## config.mk

```make
export PLATFORM = sky130hd
export DESIGN_NAME = fixed_divider_seq
export DESIGN_NICKNAME = d
export VERILOG_FILES = /design/src/rtl/kf_div_pkg.sv /design/src/rtl/fixed_divider_seq.sv
export SDC_FILE = /design/constraint.sdc
export NUM_CORES = 1
export LEC_CHECK = 0
export ABC_AREA = 0
export CORE_UTILIZATION = 59
export DETAILED_ROUTE_END_ITERATION = 8
export PLACE_DENSITY = 0.82
export SLEW_MARGIN = 0
export SYNTH_ARGS = -nofsm -noshare
export SYNTH_HDL_FRONTEND = slang
export SYNTH_SLANG_ARGS = --single-unit
```

## constraint.sdc

```tcl
create_clock -name clock -period 5.9 [get_ports clock]
set_input_delay 1.18 -clock clock [delete_from_list [all_inputs] [get_ports clock]]
set_output_delay 1.18 -clock clock [all_outputs]
set_load 0.02 [all_outputs]
```

## src/rtl/kf_div_pkg.sv

```systemverilog
// Shared types and constant helpers for the Kalman-filter fixed-point divider.
// Limit helpers return 128-bit values so callers can size them to any operand width.
package kf_div_pkg;

  typedef enum logic [1:0] {
    StIdle,
    StCalc,
    StFinish,
    StDone
  } div_state_e;

  localparam int unsigned LimW = 128;

  function automatic int unsigned cnt_width(input int unsigned width, input int unsigned frac);
    return $clog2(width + frac + 1);
  endfunction

  // Largest representable positive magnitude.
  function automatic logic [LimW-1:0] pos_limit(input int unsigned width, input bit is_signed);
    logic [LimW-1:0] one;
    one = LimW'(1);
    return is_signed ? (one << (width - 1)) - one : (one << width) - one;
  endfunction

  // Largest representable negative magnitude; zero when results are unsigned.
  function automatic logic [LimW-1:0] neg_limit(input int unsigned width, input bit is_signed);
    logic [LimW-1:0] one;
    one = LimW'(1);
    return is_signed ? (one << (width - 1)) : '0;
  endfunction

endpackage

```

## src/rtl/fixed_divider_seq.sv

```systemverilog
// Bit-serial restoring fixed-point divider: one quotient bit per clock, then saturate
// and sign the result, which is held until the consumer takes it.
module fixed_divider_seq
  import kf_div_pkg::*;
#(
  parameter int unsigned WIDTH  = 32,
  parameter int unsigned FRAC   = 16,
  parameter int unsigned SIGNED = 1
) (
  input  logic             clock,
  input  logic             reset,
  input  logic [WIDTH-1:0] dataa,
  input  logic [WIDTH-1:0] datab,
  input  logic             in_valid,
  output logic             in_ready,
  output logic [WIDTH-1:0] result,
  output logic             result_valid,
  input  logic             result_ready,
  output logic             div_by_zero,
  output logic             overflow
);

  localparam int unsigned N        = WIDTH + FRAC;
  localparam int unsigned CntW     = cnt_width(WIDTH, FRAC);
  localparam bit          IsSigned = (SIGNED != 0);

  localparam logic [N-1:0]     LimPos  = N'(pos_limit(WIDTH, IsSigned));
  localparam logic [N-1:0]     LimNeg  = N'(neg_limit(WIDTH, IsSigned));
  localparam logic [WIDTH-1:0] ResMax  = WIDTH'(pos_limit(WIDTH, IsSigned));
  localparam logic [WIDTH-1:0] ResMin  = WIDTH'(neg_limit(WIDTH, IsSigned));
  localparam logic [CntW-1:0]  LastCnt = CntW'(N - 1);

  div_state_e r_state;
  div_state_e w_state_d;

  logic [N-1:0]     r_quo;
  logic [WIDTH-1:0] r_b_mag;
  logic [WIDTH:0]   r_rem;
  logic [CntW-1:0]  r_cnt;
  logic             r_sign;
  logic [WIDTH-1:0] r_result;
  logic             r_dbz;
  logic             r_ovf;

  logic             w_accept;
  logic             w_a_neg;
  logic             w_b_neg;
  logic [WIDTH-1:0] w_a_mag;
  logic [WIDTH-1:0] w_b_mag;
  logic [WIDTH:0]   w_rem_sh;
  logic [WIDTH:0]   w_b_ext;
  logic             w_ge;
  logic [WIDTH:0]   w_rem_nx;
  logic [WIDTH-1:0] w_q_lo;
  logic [WIDTH-1:0] w_res;
  logic             w_fin_dbz;
  logic             w_fin_ovf;

  assign in_ready     = (r_state == StIdle) && !reset;
  assign result_valid = (r_state == StDone);
  assign result       = r_result;
  assign div_by_zero  = r_dbz;
  assign overflow     = r_ovf;

  assign w_accept = in_valid && in_ready;
  assign w_a_neg  = IsSigned && dataa[WIDTH-1];
  assign w_b_neg  = IsSigned && datab[WIDTH-1];
  // Negating the most negative value wraps to itself, which is its correct unsigned magnitude.
  assign w_a_mag  = w_a_neg ? -dataa : dataa;
  assign w_b_mag  = w_b_neg ? -datab : datab;

  // r_quo starts as the scaled dividend; its bits shift out MSB-first as quotient bits shift in.
  assign w_rem_sh = {r_rem[WIDTH-1:0], r_quo[N-1]};
  assign w_b_ext  = {1'b0, r_b_mag};
  assign w_ge     = (w_rem_sh >= w_b_ext);
  assign w_rem_nx = w_ge ? (w_rem_sh - w_b_ext) : w_rem_sh;
  assign w_q_lo   = r_quo[WIDTH-1:0];

  always_ff @(posedge clock or posedge reset) begin
    if (reset) begin
      r_state <= StIdle;
    end else begin
      r_state <= w_state_d;
    end
  end

  always_comb begin
    w_state_d = r_state;
    unique case (r_state)
      StIdle:   if (w_accept) w_state_d = (datab == '0) ? StFinish : StCalc;
      StCalc:   if (r_cnt == LastCnt) w_state_d = StFinish;
      StFinish: w_state_d = StDone;
      StDone:   if (result_ready) w_state_d = StIdle;
      default:  w_state_d = StIdle;
    endcase
  end

  // With a zero divisor r_quo still holds the scaled dividend, and r_sign is the sign of dataa.
  always_comb begin
    w_res     = '0;
    w_fin_dbz = 1'b0;
    w_fin_ovf = 1'b0;
    if (r_b_mag == '0) begin
      w_fin_dbz = 1'b1;
      if (r_quo != '0) w_res = r_sign ? ResMin : ResMax;
    end else if (r_quo > (r_sign ? LimNeg : LimPos)) begin
      w_fin_ovf = 1'b1;
      w_res     = r_sign ? ResMin : ResMax;
    end else begin
      w_res = r_sign ? -w_q_lo : w_q_lo;
    end
  end

  always_ff @(posedge clock or posedge reset) begin
    if (reset) begin
      r_quo    <= '0;
      r_b_mag  <= '0;
      r_rem    <= '0;
      r_cnt    <= '0;
      r_sign   <= 1'b0;
      r_result <= '0;
      r_dbz    <= 1'b0;
      r_ovf    <= 1'b0;
    end else begin
      if (w_accept) begin
        r_quo   <= N'(w_a_mag) << FRAC;
        r_b_mag <= w_b_mag;
        r_sign  <= w_a_neg ^ w_b_neg;
        r_rem   <= '0;
        r_cnt   <= '0;
        r_dbz   <= 1'b0;
        r_ovf   <= 1'b0;
      end
      if (r_state == StCalc) begin
        r_rem <= w_rem_nx;
        r_quo <= {r_quo[N-2:0], w_ge};
        r_cnt <= r_cnt + CntW'(1);
      end
      if (r_state == StFinish) begin
        r_result <= w_res;
        r_dbz    <= w_fin_dbz;
        r_ovf    <= w_fin_ovf;
      end
    end
  end

endmodule

```

Yosys cells after proc, flatten, opt, wreduce, memory -nomap -nowiden

Index checks and enable logic that the tools add are counted.

Register bits: 155
Bits of input ports: 68
Memories kept: 0
Logic and storage cells: 60
Bits in writable memories: 0
Output and inout port bits: 36
Bits in latches: 0
Memory bits (read-only): 0

Shifts and indexed selects: 0
Div/mod/pow operators: 0
Mux-type cells: 26
Multipliers: 0
$lt $le $gt $ge: 2
$add $sub $neg: 5
Reduce and logical (&&, ||, !) cells: 10
Eq/ne operators: 7
Bitwise logic cells: 1

Operator list:

| operator              | number |
|---|---|
| $mux W32              | 11 |
| $mux W48              | 2 |
| $neg A32 Y32          | 3 |
| $logic_not A32 Y1     | 2 |
| $gt A48 B32 Y1        | 1 |
| $reduce_bool A48 Y1   | 1 |
| $ge A33 B32 Y1        | 1 |
| $sub A32 B32 Y32      | 1 |
| $mux W6               | 2 |
| $mux W2               | 4 |
| $pmux W2 S4           | 1 |
| $add A6 B1 Y6 const B | 1 |
| $eq A6 B6 Y1 const B  | 1 |
| $mux W1               | 6 |
| $eq A2 B2 Y1 const B  | 2 |
| $ne A2 B2 Y1 const B  | 2 |
| $reduce_bool A2 Y1    | 2 |
| $reduce_and A3 Y1     | 1 |
| $eq A2 B1 Y1 const B  | 1 |
| $logic_and A1 B1 Y1   | 2 |
| $logic_not A2 Y1      | 1 |
| $ne A2 B1 Y1 const B  | 1 |
| $logic_not A1 Y1      | 1 |
| $xor A1 B1 Y1         | 1 |

Depth between registers and ports, before layout

Gate-level depths: netlist of run 1.

Word-level depth: 5
Mapped depth: 15
Gate-level depth less buffers: 12

Least setup slack after synthesis of run 1

OpenSTA, ideal clock, no wires.

Kind: input to register
Start: in dataa[8]
End: reg r_quo[44]
Library setup time: 125 ps
Path buffers: 0
Slack: 2328 ps
Data arrival time: 3448 ps
Cell stages on the path: 8
Data required time: 5775 ps
Cell sequence: or4_1 or3_1 or4_1 o21a_1 a21oi_1 xor2_1 o21ai_0 mux2_2

Longest elaborated chain between the ends: 4

RTL lines:

| element              | RTL line                 | text |
|---|---|---|
| from (decl)          | fixed_divider_seq.sv:12  | `input logic [WIDTH-1:0] dataa,` |
| $neg A32 Y32         | fixed_divider_seq.sv:69  | `assign w_a_mag = w_a_neg ? -dataa : dataa;` |
| $mux W32             | fixed_divider_seq.sv:69  |  |
| $mux W48             | fixed_divider_seq.sv:125 | `if (w_accept) begin` |
| $mux W48             | fixed_divider_seq.sv:134 | `if (r_state == StCalc) begin` |
| to (signal assigned) | fixed_divider_seq.sv:126 | `r_quo <= N'(w_a_mag) << FRAC;` |
| to (signal assigned) | fixed_divider_seq.sv:136 | `r_quo <= {r_quo[N-2:0], w_ge};` |
| to (decl)            | fixed_divider_seq.sv:36  | `logic [N-1:0] r_quo;` |

Every way passes these cells. The select of a mux whose other input is x is not followed.
A chain may end at the register's enable or synchronous reset.

Worst setup path after layout of run 1

Start: reg r_sign
End: reg r_result[0], in the netlist result[0]

Longest elaborated chain between the ends: 4
Elaborated cells between the ends (all ways): 7
Those cells by class: order compare: 1; mux: 6

RTL lines:

| element                | RTL line                                                                     | text |
|---|---|---|
| from (decl)            | fixed_divider_seq.sv:40                                                      | `logic r_sign;` |
| from (signal assigned) | fixed_divider_seq.sv:128                                                     | `r_sign <= w_a_neg ^ w_b_neg;` |
| $mux W32               | fixed_divider_seq.sv:105, fixed_divider_seq.sv:106, fixed_divider_seq.sv:108 |  |
| $gt A48 B32 Y1         | fixed_divider_seq.sv:106                                                     | `end else if (r_quo > (r_sign ? LimNeg : LimPos)) begin` |
| $mux W32               | fixed_divider_seq.sv:106                                                     |  |
| $mux W32 *             | fixed_divider_seq.sv:103                                                     | `if (r_b_mag == '0) begin` |
| to (signal assigned)   | fixed_divider_seq.sv:140                                                     | `r_result <= w_res;` |
| to (decl)              | fixed_divider_seq.sv:41                                                      | `logic [WIDTH-1:0] r_result;` |

Mark *: on every way between the ends. The rest lies on a longest branch, timed or not.

==> results.tsv, run 1 <==
stage	metric	value	unit
yosys	syn_nets	1518	
clocking	total CTS buffers	17	
pwr	power density over cell area	607	nW/um^2
sta	Pins Over Slew Limit	0	
hold_path	worst hold-check path type	reg2reg	
yosys	Warnings, synthesis	0	
worst_setup_path	Startpoint Class	register	
floorplan	Die Span Y	140	microns
sta	Fin Setup TNS	0	ps
floorplan	die width	140	microns
pwr	Int Power	4.15	mW
worst_setup_path	CP Cell Sequence	buf_4, inv_1, buf_4, ha_1, nor2b_1, o21a_1, o21a_1, o21bai_1, a21oi_1, o21bai_1, a21oi_1, buf_4, nand2b_1, o221ai_1	
worst_setup_path	Crit. End Element	register	
placed_design	Post-DP Area	12300	sq um
global_routing	total track usage	27.9	%
layout	antenna cell count	0	
sta	Worst Skew	14.7	ps
pwr	leakage	5.82	nW
yosys	Post-Syn Area	11200	sq um
worst_setup_path	CP peak stage delay	840	ps
placed_design	RD Place Congestion	0.907	
sta	Max Clock Freq	246	MHz
route	routed wire length per instance	16.0	microns
global_routing	pin count of the biggest net entering global routing	100	
sta	worst slew pin tran	1260	ps
worst_setup_path	crit-path max FO	30	
layout	final core utilization	69.2	%
yosys	Async SR Flop Fraction	100	%
worst_setup_path	Crit path top cell by count	buf_4	
pwr	Pwr Total	7.85	mW
worst_setup_path	CP Depth	14	
global_routing	number of global-route vias before repair	9416	
worst_setup_path	Crit path buffers/inverters	4	
route	DR pass1 iterations	5	
yosys	number of flops mapped to enable cells by yosys	0	
floorplan	IO Count	104	
global_routing	GRT Residual Overflow	0	
worst_setup_path	Worst Path Arrival	4330	ps
global_routing	first-pass GRT wire length	44800	microns
layout	Design Area, Final	12900	sq um
route	Post-DRT Antenna Nets	0	
sta	RSZ-0062 raised after global routing	false	
worst_setup_path	delay-heaviest family, CP	compound AO/OA/AOI/OAI gates	
worst_setup_path	reg2reg path depth	14	
placed_design	Buffers on Ports	103	
run	max cap viols	0	
layout	most frequent cells in the layout	202 x nand2_1, 155 x dfrtp_1, 135 x o21ai_0	
layout	commonest non-fill, non-tap cell in the layout	nand2_1	
sta	relative slew slack	16.0	%
placed_design	DP HPWL	18700	microns
floorplan	Die Footprint	19600	sq um
route	DR vias/cell	6.08	
floorplan	Placement Rows	50	
yosys	average size of a mapped cell	8.17	sq um
sta	period utilization	69.0	%
clocking	H-tree lvl count	4	
sta	Fin. Hold Viols	0	
pwr	sw frac	47.2	%
yosys	Post-Synthesis Cells	1376	
floorplan	Initial Util	60.1	%
clocking	setup bufs post-CTS	0	
hold_path	hold path cells	1	
clocking	clock latency on the worst-skew pair	450	ps
layout	nets@finish	1569	
pwr	clock share of power	14.4	%
clocking	Clock Tree Root	clkbuf_16	
clocking	CTS Buffer Depth	2	
clocking	Clock Sinks	155	
yosys	Post-Synth Adder-Cell Area	8.30	%
sta	Final setup viols	0	
route	Total Wirelength	26700	microns
yosys	Synth Area in XOR/XNOR	7.09	%
global_routing	initial antenna violation count	0	
worst_setup_path	slowest stage cell, crit path	nand2b_1	
yosys	synthesis-stage register bit count	155	
pwr	Max VDD drop	0.372	mV
clocking	Reg clk slew, reported paths	70	ps
route	total number of vias	10172	
yosys	simple logic cell fraction of the synthesized area	20.3	%
floorplan	core region area	18700	sq um
sta	Tmin final	4070	ps
route	First DRT Iteration DRCs	634	
yosys	post-synthesis mux area share	2.80	%
run_status	status	completed	
yosys	Seq/Total Area, Yosys	34.5	%
clocking	number of gates resized after CTS	0	
worst_setup_path	Worst Setup Path Type	reg2reg	
layout	Area Overhead vs Synth	15.1	%
yosys	Compound-Gate Fraction of Synth Area	22.2	%
yosys	largest family of logic cells by synthesized area	compound AO/OA/AOI/OAI gates	
clocking	hold buffer count at CTS	0	
yosys	most used flip-flop cell after synthesis	dfrtp_1	
layout	fraction of layout cells with a size suffix above 1	4.93	%
pwr	Reg power frac	26.6	%
route	drt drc	0	
yosys	post-synthesis cell type count	65	
pwr	combinational power share	59.0	%
worst_setup_path	data required time at the worst endpoint	6160	ps
clocking	CTS tree	yes	
pwr	Sw Pwr	3.70	mW
[power by group through the flow]
stage	clock network [mW]	logic, mW	registers (mW)
after floorplan	0	3.50	2.03
after global placement	0	4.43	2.08
after detailed placement	0	4.57	2.09
after CTS	1.14	4.61	2.08
after global routing	1.17	5.23	2.15
final	1.13	4.63	2.09
[sequential cells by signal, indices dropped and copies added, names as in the netlist]
signal	count
r_rem	32
result	32
r_quo	48
r_cnt	6
r_b_mag	32
overflow	1
div_by_zero	1
r_sign	1
r_state	2
[metrics by stage]
step	hold slack [ps]	instances	worst slack [ps]
4_1_cts	501	1674	1840
3_5_place_dp	492	1642	1630
5_1_grt	512	1674	1560
6_report	497	1674	1830
2_1_floorplan	450	1376	542
3_3_place_gp	482	1642	1690
[final cells by class]
| type | count | area, sq um |
|---|---|---|
| clock buffers | 18 | 439 |
| multi-input cells | 1083 | 6850 |
| repair buffers | 113 | 1110 |
| clock inverters | 14 | 160 |
| well taps | 234 | 293 |
| fillers | 1474 | 5760 |
| inverters | 57 | 219 |
| flip-flops and latches | 155 | 3880 |
[final timing paths]
path,from,end,slack [ps]
min in group asynchronous,reset,r_quo[8]$_DFFE_PP0P_,1240
min reg2reg,r_cnt[5]$_DFFE_PP0P_,r_cnt[5]$_DFFE_PP0P_,500
max reg2reg,r_sign$_DFFE_PP0P_,result[0]$_DFFE_PP0P_,1830
min,r_cnt[5]$_DFFE_PP0P_,r_cnt[5]$_DFFE_PP0P_,500
max in group asynchronous,reset,r_rem[3]$_DFFE_PP0P_,3610
max,r_sign$_DFFE_PP0P_,result[0]$_DFFE_PP0P_,1830
[synthesized netlist by cell type (5+ instances only)]
cell type / n / area [sq um]
nand2_1: 203 / 762
dfrtp_1: 155 / 3880
o21ai_0: 135 / 676
a21oi_1: 98 / 490
nor2_1: 98 / 368
ha_1: 73 / 913
xor2_1: 70 / 613
clkbuf_1: 60 / 225
inv_1: 56 / 210
a21o_1: 37 / 278
nor3_1: 31 / 155
a22oi_1: 28 / 210
o211ai_1: 28 / 210
mux2i_1: 27 / 270
nor4_1: 26 / 163
nand3_1: 25 / 125
xnor2_1: 21 / 184
nand4_1: 19 / 119
o31ai_1: 19 / 143
or3_1: 17 / 106
buf_1: 13 / 48.8
nand2b_1: 13 / 81.3
a31oi_1: 11 / 68.8
o41ai_1: 11 / 96.3
or4_1: 11 / 82.6
nor2b_1: 9 / 56.3
buf_2: 5 / 25.0
[kinds of logic after synthesis]
group           after synthesis
xor+xnor                     91
fa+ha+maj                    74
mux                          31
buf+inv                     138
compound gates              407
simple gates                480
flops                       155
[metal layers]
layer | routed length [microns] | GRT usage (%) | vias up
li1 | - | - | 5033
met1 | 12000 | 35.7 | 4804
met2 | 12900 | 46.9 | 261
met3 | 911 | 3.66 | 74
met4 | 871 | 13.6 | 0
met5 | 0 | 0 | -
[worst reg2reg max path, stage by stage (launching register included)]
cell and delay [ps]:
dfrtp_1 750, buf_4 370, inv_1 120, buf_4 260, ha_1 220, nor2b_1 120, o21a_1 130, o21a_1 140
o21bai_1 80, a21oi_1 150, o21bai_1 100, a21oi_1 130, buf_4 200, nand2b_1 840, o221ai_1 300
Power figures use the tool's default switching activity.
==> run 2, diff against run 1 <==
Clock period 5.9 ns to 3.83 ns, I/O delays scaled along.
==> run 2 against run 1 <==
  * Setup slack got worse by 1500 ps
  * Highest routed layer unchanged
  * Flip-flop and latch count unchanged
  * Largest power group unchanged
  * The flow now finishes with violations (DRC)
  * Critical path depth decreased by 4
  * Critical path type unchanged
  * Design area increased by 1.8%
  * Register-to-register slack got worse by 1500 ps
  * Total power increased by 58%
  * Count of clock-buffer cells in the layout decreased by 1
  * Largest cell class unchanged
  * Final cell count increased by 1.3%
  * Sequential share of layout area decreased by 0.53 points
==> results.tsv, run 2 (synthesis results as in run 1) <==
stage	metric	value	unit	change
global_routing	GRT Residual Overflow	0		unchanged
route	Total Wirelength	27600	microns	+3.4%
sta	worst slew pin tran	1240	ps	-19.3 ps
sta	Fin Setup TNS	0	ps	unchanged
worst_setup_path	Crit. End Element	register		
layout	commonest non-fill, non-tap cell in the layout	nand2_1		
placed_design	Placed Cells	1664		+1.3%
placed_design	RD Place Congestion	0.927		+2.2%
layout	area of the multi-input gates	6850	sq um	about the same
pwr	leakage	5.94	nW	+2.1%
layout	antenna cell count	0		unchanged
global_routing	total track usage	29.4	%	+1.5 points
clocking	CTS Buffer Depth	2		unchanged
route	DR vias/cell	6.06		-0.28%
sta	Pins Over Slew Limit	0		unchanged
floorplan	Initial Util	60.1	%	unchanged
pwr	Max VDD drop	0.660	mV	+77%
clocking	total CTS buffers	17		unchanged
clocking	Clock Sinks	155		unchanged
route	Post-DRT Antenna Nets	0		unchanged
layout	Area Overhead vs Synth	17.2	%	
clocking	H-tree lvl count	4		unchanged
layout	max FFs per register	48		unchanged
sta	Fin. Hold Viols	0		unchanged
floorplan	Die Footprint	19600	sq um	unchanged
sta	RSZ-0062 raised after global routing	false		
clocking	setup bufs post-CTS	0		unchanged
layout	# fillers	1493		+1.3%
route	drt drc	1		+1
worst_setup_path	crit-path max FO	30		unchanged
run_status	violated checks	DRC		
global_routing	pin count of the biggest net entering global routing	72		-28%
clocking	CTS tree	yes		
sta	period utilization	90.3	%	+21 points
hold_path	worst hold-check path type	reg2reg		
layout	largest reg by FF count	r_quo		
global_routing	number of global-route vias before repair	9796		+4.0%
route	total number of vias	10277		+1.0%
layout	most frequent cells in the layout	202 x nand2_1, 155 x dfrtp_1, 135 x o21ai_0		
route	First DRT Iteration DRCs	710		+12%
floorplan	IO Count	104		unchanged
layout	fraction of layout cells with a size suffix above 1	6.43	%	+1.5 points
sta	relative slew slack	17.3	%	+1.3 points
floorplan	Die Span Y	140	microns	unchanged
route	routed wire length per instance	16.3	microns	+2.0%
global_routing	initial antenna violation count	0		unchanged
placed_design	Post-DP Area	12600	sq um	+1.7%
placed_design	Buffers on Ports	103		unchanged
sta	Final setup viols	0		unchanged
sta	Worst Skew	10.6	ps	-4.14 ps
clocking	clock latency on the worst-skew pair	440	ps	about the same
layout	non-filler instance count after layout	1696		+1.3%
layout	register area	3880	sq um	unchanged
layout	nets@finish	1591		+1.4%
pwr	power density over cell area	942	nW/um^2	+55%
sta	Tmin final	3460	ps	-610 ps
floorplan	Placement Rows	50		unchanged
floorplan	core region area	18700	sq um	unchanged
worst_setup_path	Startpoint Class	register		
sta	Max Clock Freq	289	MHz	+18%
floorplan	die width	140	microns	unchanged
worst_setup_path	data required time at the worst endpoint	4090	ps	-2070 ps
layout	Design Area, Final	13200	sq um	+1.8%
worst_setup_path	Worst Path Arrival	3720	ps	-610 ps
route	DR pass1 iterations	7		+2
run_status	status	finished with violations		
placed_design	DP HPWL	19900	microns	+6.1%
clocking	Reg clk slew, reported paths	70	ps	about the same
run	max cap viols	0		unchanged
sta	Worst Hold Margin	499	ps	+2.54 ps
clocking	Clock Tree Root	clkbuf_16		
worst_setup_path	Worst Setup Path Type	reg2reg		
global_routing	first-pass GRT wire length	47000	microns	+5.1%
run 2: stage by stage:
| stage | utilization (%) | setup WS (ps) | power, mW |
|---|---|---|---|
| 5_1_grt | 70.4 | 161 | 13.5 |
| 3_5_place_dp | 67.1 | 9.83 | 10.5 |
| 4_1_cts | 70.4 | 368 | 12.3 |
| 2_1_floorplan | - | 485 | 8.51 |
| 6_report | 70.4 | 371 | 12.4 |
| 3_3_place_gp | 67.1 | 89.8 | 10.2 |
run 2: power breakdown:
group | leakage, nW | internal, mW | switching, mW
sequential | 1.97 | 2.38 | 0.827
clock | 0.291 | 1.04 | 0.737
combinational | 3.68 | 3.18 | 4.26
total | 5.94 | 6.60 | 5.82
run 2: timing repair:
| action | in CTS | in global routing |
|---|---|---|
| hold buffers | 0 | 0 |
| setup endpoints to repair | 0 | 3 |
| gates resized for setup | 0 | 1 |
run 2: cell type report:
class / instances / share of cell area [%]
clock buffers: 17 / 3.23
clock inverters: 15 / 1.42
inverters: 57 / 1.65
multi-input cells: 1083 / 52.0
flip-flops and latches: 155 / 29.4
well taps: 234 / 2.22
repair buffers: 135 / 10.0
run 2: per-layer routing:
layer	GRT usage [%]	share of wire, %
met5	0	0
met3	4.48	3.8
met4	10.5	2.7
met2	52.3	51
met1	36.2	42
run 2: path summary, 6_finish.rpt:
| path | start | to | slack (ps) | cells after the start |
|---|---|---|---|---|
| setup / recovery | r_quo[9]$_DFFE_PP0P_ | result[0]$_DFFE_PP0P_ | 370 | 10 |
| hold / removal | r_cnt[5]$_DFFE_PP0P_ | r_cnt[5]$_DFFE_PP0P_ | 500 | 1 |
| setup reg to reg | r_quo[9]$_DFFE_PP0P_ | result[0]$_DFFE_PP0P_ | 370 | 10 |
| hold reg to reg | r_cnt[5]$_DFFE_PP0P_ | r_cnt[5]$_DFFE_PP0P_ | 500 | 1 |
| max in group asynchronous | reset | result[0]$_DFFE_PP0P_ | 2200 | 3 |
| min in group asynchronous | reset | r_b_mag[26]$_DFFE_PP0P_ | 900 | 2 |
run 2: worst max-delay path, cell delays in order, from the launching register on:
cell	delay [ps]
dfrtp_1	510
or4_4	630
nor4_4	220
nand2b_2	130
or4_4	480
nor4_4	340
nand2_1	150
and3_1	230
a21oi_2	110
buf_4	320
o221ai_1	170
